File: src/rtl/pong_game_ctrl.sv
`default_nettype none
// +--------------------------------------------------------------------------+
// | pong_game_ctrl : Pong match sequencer (serve, goal detect, score, pause) |
// | Revision 1.0                                                             |
// +--------------------------------------------------------------------------+
module pong_game_ctrl #(
    parameter logic [9:0] LEFT_GOAL_X     = 10'd20,
    parameter logic [9:0] RIGHT_GOAL_X    = 10'd620,
    parameter logic [3:0] WIN_SCORE       = 4'd7,
    parameter logic [7:0] SERVE_DELAY     = 8'd64,
    parameter logic       FIRST_SERVE_DIR = 1'b1
) (
    input  logic       clk,
    input  logic       reset_n,
    input  logic       tick,
    input  logic       start_btn,
    input  logic       pause_btn,
    input  logic [9:0] ball_x_pos,
    output logic       ball_hold,
    output logic       ball_center,
    output logic       serve_pulse,
    output logic       serve_dir,
    output logic [3:0] left_score,
    output logic [3:0] right_score,
    output logic       game_over,
    output logic       winner,
    output logic [2:0] state
);

    typedef enum logic [2:0] {
        S_IDLE       = 3'd0,
        S_SERVE_WAIT = 3'd1,
        S_PLAY       = 3'd2,
        S_POINT      = 3'd3,
        S_PAUSE      = 3'd4,
        S_GAME_OVER  = 3'd5
    } state_t;

    state_t     r_state;
    logic       r_start_prev;
    logic       r_pause_prev;
    logic       r_scorer;      // 1 = right player scored
    logic [7:0] r_count;
    logic [3:0] r_left_score;
    logic [3:0] r_right_score;
    logic       r_ball_hold;
    logic       r_ball_center;
    logic       r_serve_pulse;
    logic       r_serve_dir;
    logic       r_game_over;
    logic       r_winner;

    logic       w_start_edge;
    logic       w_pause_edge;
    logic       w_right_goal;
    logic       w_left_goal;
    logic [3:0] w_scored_val;
    logic [3:0] w_new_score;

    assign w_start_edge = start_btn & ~r_start_prev;
    assign w_pause_edge = pause_btn & ~r_pause_prev;
    assign w_right_goal = (ball_x_pos <= LEFT_GOAL_X);
    assign w_left_goal  = (ball_x_pos >= RIGHT_GOAL_X);
    assign w_scored_val = r_scorer ? r_right_score : r_left_score;
    assign w_new_score  = (w_scored_val == 4'hF) ? 4'hF : w_scored_val + 4'd1;

    always_ff @(posedge clk or negedge reset_n) begin
        if (!reset_n) begin
            r_state       <= S_IDLE;
            r_start_prev  <= 1'b0;
            r_pause_prev  <= 1'b0;
            r_scorer      <= 1'b0;
            r_count       <= 8'd0;
            r_left_score  <= 4'd0;
            r_right_score <= 4'd0;
            r_ball_hold   <= 1'b1;
            r_ball_center <= 1'b1;
            r_serve_pulse <= 1'b0;
            r_serve_dir   <= FIRST_SERVE_DIR;
            r_game_over   <= 1'b0;
            r_winner      <= 1'b0;
        end else begin
            r_start_prev  <= start_btn;
            r_pause_prev  <= pause_btn;
            r_serve_pulse <= 1'b0;
            case (r_state)
                S_IDLE: begin
                    r_ball_hold   <= 1'b1;
                    r_ball_center <= 1'b1;
                    if (w_start_edge) begin
                        r_left_score  <= 4'd0;
                        r_right_score <= 4'd0;
                        r_serve_dir   <= FIRST_SERVE_DIR;
                        r_count       <= SERVE_DELAY;
                        r_state       <= S_SERVE_WAIT;
                    end
                end
                S_SERVE_WAIT: begin
                    if (tick) begin
                        r_count <= r_count - 8'd1;
                        if (r_count == 8'd1) begin
                            r_serve_pulse <= 1'b1;
                            r_ball_hold   <= 1'b0;
                            r_ball_center <= 1'b0;
                            r_state       <= S_PLAY;
                        end
                    end
                end
                S_PLAY: begin
                    // Left-side check first so a value satisfying both counts for the right player
                    if (w_right_goal || w_left_goal) begin
                        r_scorer      <= w_right_goal;
                        r_ball_hold   <= 1'b1;
                        r_ball_center <= 1'b0;
                        r_state       <= S_POINT;
                    end else if (w_pause_edge) begin
                        r_ball_hold   <= 1'b1;
                        r_ball_center <= 1'b0;
                        r_state       <= S_PAUSE;
                    end
                end
                S_PAUSE: begin
                    if (w_pause_edge) begin
                        r_ball_hold   <= 1'b0;
                        r_ball_center <= 1'b0;
                        r_state       <= S_PLAY;
                    end
                end
                S_POINT: begin
                    if (r_scorer) r_right_score <= w_new_score;
                    else          r_left_score  <= w_new_score;
                    r_ball_hold   <= 1'b1;
                    r_ball_center <= 1'b1;
                    if (w_new_score == WIN_SCORE) begin
                        r_game_over <= 1'b1;
                        r_winner    <= r_scorer;
                        r_state     <= S_GAME_OVER;
                    end else begin
                        r_serve_dir <= ~r_scorer;
                        r_count     <= SERVE_DELAY;
                        r_state     <= S_SERVE_WAIT;
                    end
                end
                S_GAME_OVER: begin
                    r_ball_hold   <= 1'b1;
                    r_ball_center <= 1'b1;
                    if (w_start_edge) begin
                        r_left_score  <= 4'd0;
                        r_right_score <= 4'd0;
                        r_game_over   <= 1'b0;
                        r_serve_dir   <= FIRST_SERVE_DIR;
                        r_count       <= SERVE_DELAY;
                        r_state       <= S_SERVE_WAIT;
                    end
                end
                default: begin
                    r_ball_hold   <= 1'b1;
                    r_ball_center <= 1'b1;
                    r_state       <= S_IDLE;
                end
            endcase
        end
    end

    assign ball_hold   = r_ball_hold;
    assign ball_center = r_ball_center;
    assign serve_pulse = r_serve_pulse;
    assign serve_dir   = r_serve_dir;
    assign left_score  = r_left_score;
    assign right_score = r_right_score;
    assign game_over   = r_game_over;
    assign winner      = r_winner;
    assign state       = r_state;

endmodule
`default_nettype wire

File: config.mk
export PLATFORM = sky130hd
export DESIGN_NAME = pong_game_ctrl
export DESIGN_NICKNAME = d
export VERILOG_FILES = /design/src/rtl/pong_game_ctrl.sv
export SDC_FILE = /design/constraint.sdc
export NUM_CORES = 1
export LEC_CHECK = 0
export CAP_MARGIN = 10
export CORE_ASPECT_RATIO = 0.5
export CORE_MARGIN = 3
export CORE_UTILIZATION = 55
export CTS_CLUSTER_DIAMETER = 150
export DETAILED_ROUTE_END_ITERATION = 8
export DONT_BUFFER_PORTS = 1
export PLACE_DENSITY = 0.72
export SLEW_MARGIN = 15
export SYNTH_ARGS = -nofsm -noshare
export SYNTH_HDL_FRONTEND = slang
export SYNTH_SLANG_ARGS = --single-unit
File: constraint.sdc
create_clock -name clk -period 5.9 [get_ports clk]
set_input_delay 0.885 -clock clk [delete_from_list [all_inputs] [get_ports clk]]
set_output_delay 0.885 -clock clk [all_outputs]
set_load 0.02 [all_outputs]
==> impl_metrics.py, run 1 <==
metrics = {
    "outcome": {
        "status": "completed",
    },
    "routing": {
        "vias": 1297,
        "wl_per_cell_um": 16.44,
        "dr.pass1.iters": 4,
        "wl_met1_um": 1828,
        "first_iter_violations": 77,
        "viasPerCell": 6.089,
        "route.met2.wl_um": 1425,
        "drc": 0,
        "wl_met3_um": 229,
        "top_layer": "met4",
        "finalWirelength_um": 3502,
        "final_antenna_net_count": 0,
    },
    "synthesis": {
        "seq_area_frac_synth": 0.4033,
        "ys_seq_elements": 28,
        "synth-edff-count": 0,
        "synth_nets": 195,
        "yosysTopAreaCellShare": 0.3582,
        "synthXorXnorAreaFrac": 0.005014,
        "synthCells": 177,
        "synth-async-reset-ratio": 1.000,
        "yosysTopAreaCell": "dfrtp_1",
        "yosys_warnings": 0,
        "synth_flop_cell": "dfrtp_1",
        "synth-compound-area-share": 0.2271,
        "synthMuxAreaShare": 0.1282,
        "synth_fa_ha_area_frac": 0.02149,
        "ys_types": 47,
        "avgSynthCellArea_um2": 9.868,
        "synth-simple-area-share": 0.1669,
        "syn_area_um2": 1747,
        "ys_top_cells_by_area": "dfrtp_1, mux2_2, a21oi_1",
        "synth_top_family_by_area": "compound AO/OA/AOI/OAI gates",
    },
    "cells_and_area": {
        "seq_area_um2": 704.4,
        "syn_to_final_growth_pct": 2.794,
        "drive_above_1_share": 0.1648,
        "n_fill_cell": 238,
        "nNetsFinal": 195,
        "antenna_cells": 0,
        "finalInstanceArea_um2": 1795,
        "multiInputGateArea_um2": 958.4,
    },
    "sta": {
        "skew_ps": 5.293,
        "slew-limit-headroom": 0.5551,
        "hold_viol": 0,
        "period_needed_ps": 2583,
        "worstMarginPinSlew_ps": 660.4,
        "slew_viol_final": 0,
        "rsz0062_at_grt": "no",
        "hold-worst-slack_ps": 287.4,
        "fin_crit_sh": 0.4379,
        "finalSetupViolations": 0,
        "tns_ps": 0,
        "fmax_mhz": 387.1,
    },
    "placed_design": {
        "postPlaceCellArea_um2": 1750,
        "place_congestion": 0.7911,
        "place_hpwl_um": 2580,
        "port_buffers": 0,
    },
    "critical_path": {
        "worstSetupEndpointType": "register",
        "startpoint": "r_scorer",
        "rrSetupSlack_ps": 3320,
        "r2r_start": "r_scorer",
        "worstSetupPathType": "register to register",
        "arrival_ps": 2760,
        "cp-start-kind": "register",
        "crit_required_ps": 6070,
        "worstPathMaxFanout": 12,
    },
    "global_route": {
        "grt_usage": 0.1978,
        "grt_pass1_vias": 1255,
        "globalRoute.totalOverflow": 0,
        "antenna_found_initial": 0,
        "grt_start_max_net_pins": 29,
        "grt_pass1_wl_um": 6009,
    },
    "power_and_ir_drop": {
        "power_density_nw_per_um2": 345.6,
        "total_power_uw": 620.6,
        "vdd_drop_max_mv": 0.1731,
        "p_leak_nw": 0.7464,
    },
    "die": {
        "floorplan.initialDensity": 0.6243,
        "io_pins": 32,
        "num_rows": 13,
        "core_um2": 2798,
        "die_w_um": 85.70,
        "die_area_um2": 3929,
        "die_h_um": 45.85,
    },
    "clock_network": {
        "cts_resized": 0,
        "clock_sinks": 28,
        "cts_root_buf": "clkbuf_8",
        "h-tree-depth": 1,
        "clock_latency_ps": 280,
        "clockBufferDepth": 2,
        "post_cts_buffers": 0,
        "clk_pin_slew_ps": 90,
        "cts_tree": "yes",
        "cts_buffers": 3,
        "cts_hold_buf": 0,
    },
    "min_path": {
        "hold_class": "input port to asynchronous set/reset pin",
    },
    "run": {
        "maxCapViolCount": 0,
    },
}
[cell usage in the layout, fill, tap and decap left out, types with 3 or more instances in the layout]
master / instances
dfstp_2: 3
nor3_1: 7
nor2_1: 9
nand2b_1: 6
mux2i_1: 3
inv_1: 11
o21ai_1: 5
dfrtp_1: 25
mux2_2: 9
o21ai_0: 11
a211oi_1: 7
a21oi_1: 16
nand2_1: 12
mux2_4: 3
o22a_1: 3
clkbuf_8: 3
nand3_1: 4
ha_1: 3
[synthesized netlist by cell type, types with 2 or more instances]
master	n
a211oi_1	7
a211oi_2	2
a21oi_1	16
a22o_1	2
a31oi_1	2
and2b_1	2
buf_6	3
dfrtp_1	25
dfstp_2	3
ha_1	3
inv_1	11
mux2_2	9
mux2_4	3
mux2i_1	3
nand2_1	12
nand2b_1	6
nand3_1	4
nand4_1	2
nor2_1	9
nor2b_1	2
nor3_1	7
o21a_1	2
o21ai_0	11
o21ai_1	5
o22a_1	3
o22ai_1	2
[cell type report]
class                   instances  share of cell area
well taps                      37             0.02578
clock buffers                   4             0.02509
inverters                      11             0.02300
flip-flops and latches         28              0.3923
multi-input cells             133              0.5338
[power by group]
| group | switching [mW] | total, mW | leakage [nW] | internal, mW |
|---|---|---|---|---|
| Clock | 0.0594 | 0.108 | 0.0228 | 0.0485 |
| Sequential | 0.0641 | 0.292 | 0.366 | 0.228 |
| Combinational | 0.121 | 0.220 | 0.358 | 0.0990 |
| Total | 0.245 | 0.621 | 0.746 | 0.376 |
[logic make-up (layout without fill, tap and decap cells)]
| kind of cell | Yosys count | in the layout |
|---|---|---|
| AO/OA/AOI/OAI | 59 | 59 |
| XOR/XNOR | 1 | 1 |
| adder cells (fa/ha/maj) | 3 | 3 |
| buffers and inverters | 16 | 15 |
| flip-flops | 28 | 28 |
| multiplexers | 18 | 18 |
| AND/OR/NAND/NOR | 52 | 52 |
[flip-flops by register name, indices dropped and copies added (netlist names), 3 cells and up]
signal       count
left_score       4
r_count          8
right_score      4
state            3
[metrics by stage]
stage,setup WS (ps),util,instances
after floorplan,3668,-,177
after global placement,3399,0.6257,209
after detailed placement,3335,0.6257,209
after CTS,3313,0.6418,213
after global routing,3167,0.6418,213
final,3317,0.6418,213
[layer usage]
| layer | GRT usage | vias to the layer above |
|---|---|---|
| met5 | 0 | - |
| met3 | 0.06318 | 2 |
| met2 | 0.2948 | 35 |
| li1 | - | 650 |
| met4 | 0.03785 | 0 |
| met1 | 0.2846 | 610 |
[critical path, cell delays in order (launching register included)]
cell and delay (ps):
dfrtp_1 590, mux2_2 400, ha_1 290, or3_4 420
mux2i_4 350, a21oi_2 130, mux2_4 310
[path summary, 6_finish.rpt]
path,cells after the start,endpoint
worst max-delay path,6,r_count[1]
worst min-delay path,0,r_count[0]
worst max register to register,6,r_count[1]
worst min register to register,3,r_count[7]
max in group asynchronous,0,ball_center
min in group clk,3,r_count[7]
(Power assumes the default switching activity.)
==> inputs of run 2 (changes only) <==
PLACE_DENSITY = 0.75   (was 0.72)
clock period = 2.25 ns   (was 5.9 ns; I/O delays follow)
==> run 2 against run 1 <==
Effect of this change: maximum frequency grew 17%; setup slack lost 3300 ps; critical path type unchanged; critical path depth grew 1; core utilization grew 6.7 points; sequential power grew 140%; power grew to 2.9 times the previous value; non-clock buffer count grew 20; largest cell class unchanged.
==> impl_metrics.py, run 2 (synthesized netlist as in run 1, its figures left out) <==
metrics = {
    "placed_design": {
        "port_buffers": 0,
        "place_hpwl_um": 2866,
        "dp_cells": 225,
        "dp_slack_ps": 9.789,
        "place_congestion": 0.8889,
    },
    "routing": {
        "wl_per_cell_um": 16.46,
        "first_iter_violations": 63,
        "vias": 1428,
        "viasPerCell": 6.129,
        "dr.pass1.iters": 4,
        "drc": 0,
        "finalWirelength_um": 3835,
        "final_antenna_net_count": 0,
    },
    "global_route": {
        "grt_start_max_net_pins": 29,
        "grt_pass1_vias": 1416,
        "globalRoute.totalOverflow": 0,
        "grt_usage": 0.2174,
        "grt_pass1_wl_um": 6679,
        "antenna_found_initial": 0,
    },
    "critical_path": {
        "worstSetupPathType": "register to register",
        "rrSetupSlack_ps": 30,
        "r2r_start": "r_scorer",
        "cp_slowest_cell": "dfrtp_2",
        "cp-start-kind": "register",
        "arrival_ps": 2380,
        "worstPathMaxFanout": 7,
        "reg2reg_depth": 7,
        "crit_chain": "mux2_4 > ha_1 > or3_4 > mux2i_4 > buf_6 > a211oi_2 > o22a_1",
        "crit_required_ps": 2410,
        "worstSetupEndpointType": "register",
        "timing.rr.end": "r_count[6]",
        "cpPeakStageDelay_ps": 450,
    },
    "sta": {
        "hold-worst-slack_ps": 79.78,
        "fin_crit_sh": 0.9850,
        "rsz0062_at_grt": "yes",
        "slew-limit-headroom": 0.5367,
        "slew_viol_final": 0,
        "fmax_mhz": 451.2,
        "worst_slack_ps": 33.82,
        "worstMarginPinSlew_ps": 687.7,
        "tns_ps": 0,
        "hold_viol": 0,
        "finalSetupViolations": 0,
        "skew_ps": 3.121,
        "period_needed_ps": 2216,
    },
    "die": {
        "die_area_um2": 3929,
        "num_rows": 13,
        "core_um2": 2798,
        "io_pins": 32,
        "floorplan.initialDensity": 0.6243,
        "die_w_um": 85.70,
        "die_h_um": 45.85,
    },
    "cells_and_area": {
        "nNetsFinal": 215,
        "layoutNonFillerInstCount": 233,
        "regMostFlops": "r_count",
        "final_common_cell": "dfrtp_1",
        "postLayoutCoreUtil": 0.7084,
        "syn_to_final_growth_pct": 13.47,
        "largest_reg_flops": 8,
        "antenna_cells": 0,
        "layout_common_cells": "dfrtp_1, buf_4, a21oi_1, nand2_1",
        "drive_above_1_share": 0.2653,
    },
    "clock_network": {
        "clock_sinks": 28,
        "clockBufferDepth": 2,
        "clock_latency_ps": 270,
        "cts_tree": "yes",
        "cts_buffers": 3,
        "cts_root_buf": "clkbuf_8",
        "clk_pin_slew_ps": 90,
        "h-tree-depth": 1,
    },
    "min_path": {
        "hold_end": "r_pause_prev",
        "hp-start": "pause_btn",
        "hold_class": "input port to register",
        "hold_depth": 0,
    },
    "run": {
        "maxCapViolCount": 0,
    },
    "outcome": {
        "status": "completed",
    },
    "power_and_ir_drop": {
        "p_leak_nw": 0.8624,
        "vdd_drop_max_mv": 0.4888,
        "power_density_nw_per_um2": 901.8,
    },
}
-- run 2: what timing repair did --
action,CTS,global route
endpoints found under the setup margin,1,8
buffers inserted,0,2
resized for setup,1,3
hold buffers,2,0
endpoints found under the hold margin,28,0
pin swaps,0,1
-- run 2: power by group --
group / total [mW] / internal [mW] / switching, mW / leakage, nW
sequential: 0.707 / 0.599 / 0.108 / 0.364
clock: 0.313 / 0.157 / 0.156 / 0.0288
combinational: 0.767 / 0.346 / 0.421 / 0.470
-- run 2: final cells by class --
type                    count  area [um2]
multi-input cells         133       964.7
fillers                   210       815.8
flip-flops and latches     28       705.7
repair buffers             20       168.9
clock buffers               4       55.05
well taps                  37       46.29
inverters                  11       41.29
-- run 2: how the worst max path moves through the flow --
stage,start,endpoint,slack (ps),cells after the start
floorplan,r_scorer,r_count[6],110,8
finish,r_scorer,r_count[6],30,7
detailed placement,r_scorer,winner,10,7
CTS,r_scorer,r_count[6],10,7
global route,r_scorer,r_count[6],-30,7
global placement,r_scorer,r_count[6],110,7
-- run 2: layer usage --
| layer | wire length (um) | track usage |
|---|---|---|
| met1 | 1846 | 0.3027 |
| met2 | 1749 | 0.3565 |
| met3 | 238 | 0.06137 |
| met4 | 0 | 0.01893 |
| met5 | 0 | 0 |
-- run 2: per-stage QoR --
step                cell area (um2)  total power [mW]
global route                   1982             1.921
detailed placement             1871             1.446
floorplan                      1747             1.237
CTS                            1957             1.776
finish                         1982             1.787
global placement               1871             1.427
-- run 2: critical path: cells and delay by family (launching register included) --
| family | cells | cell delay (ps) |
|---|---|---|
| flip-flops | 1 | 450 |
| buffers and inverters | 1 | 180 |
| adder cells (fa/ha/maj) | 1 | 200 |
| multiplexers | 2 | 590 |
| AND/OR/NAND/NOR | 1 | 400 |
| AO/OA/AOI/OAI | 2 | 290 |
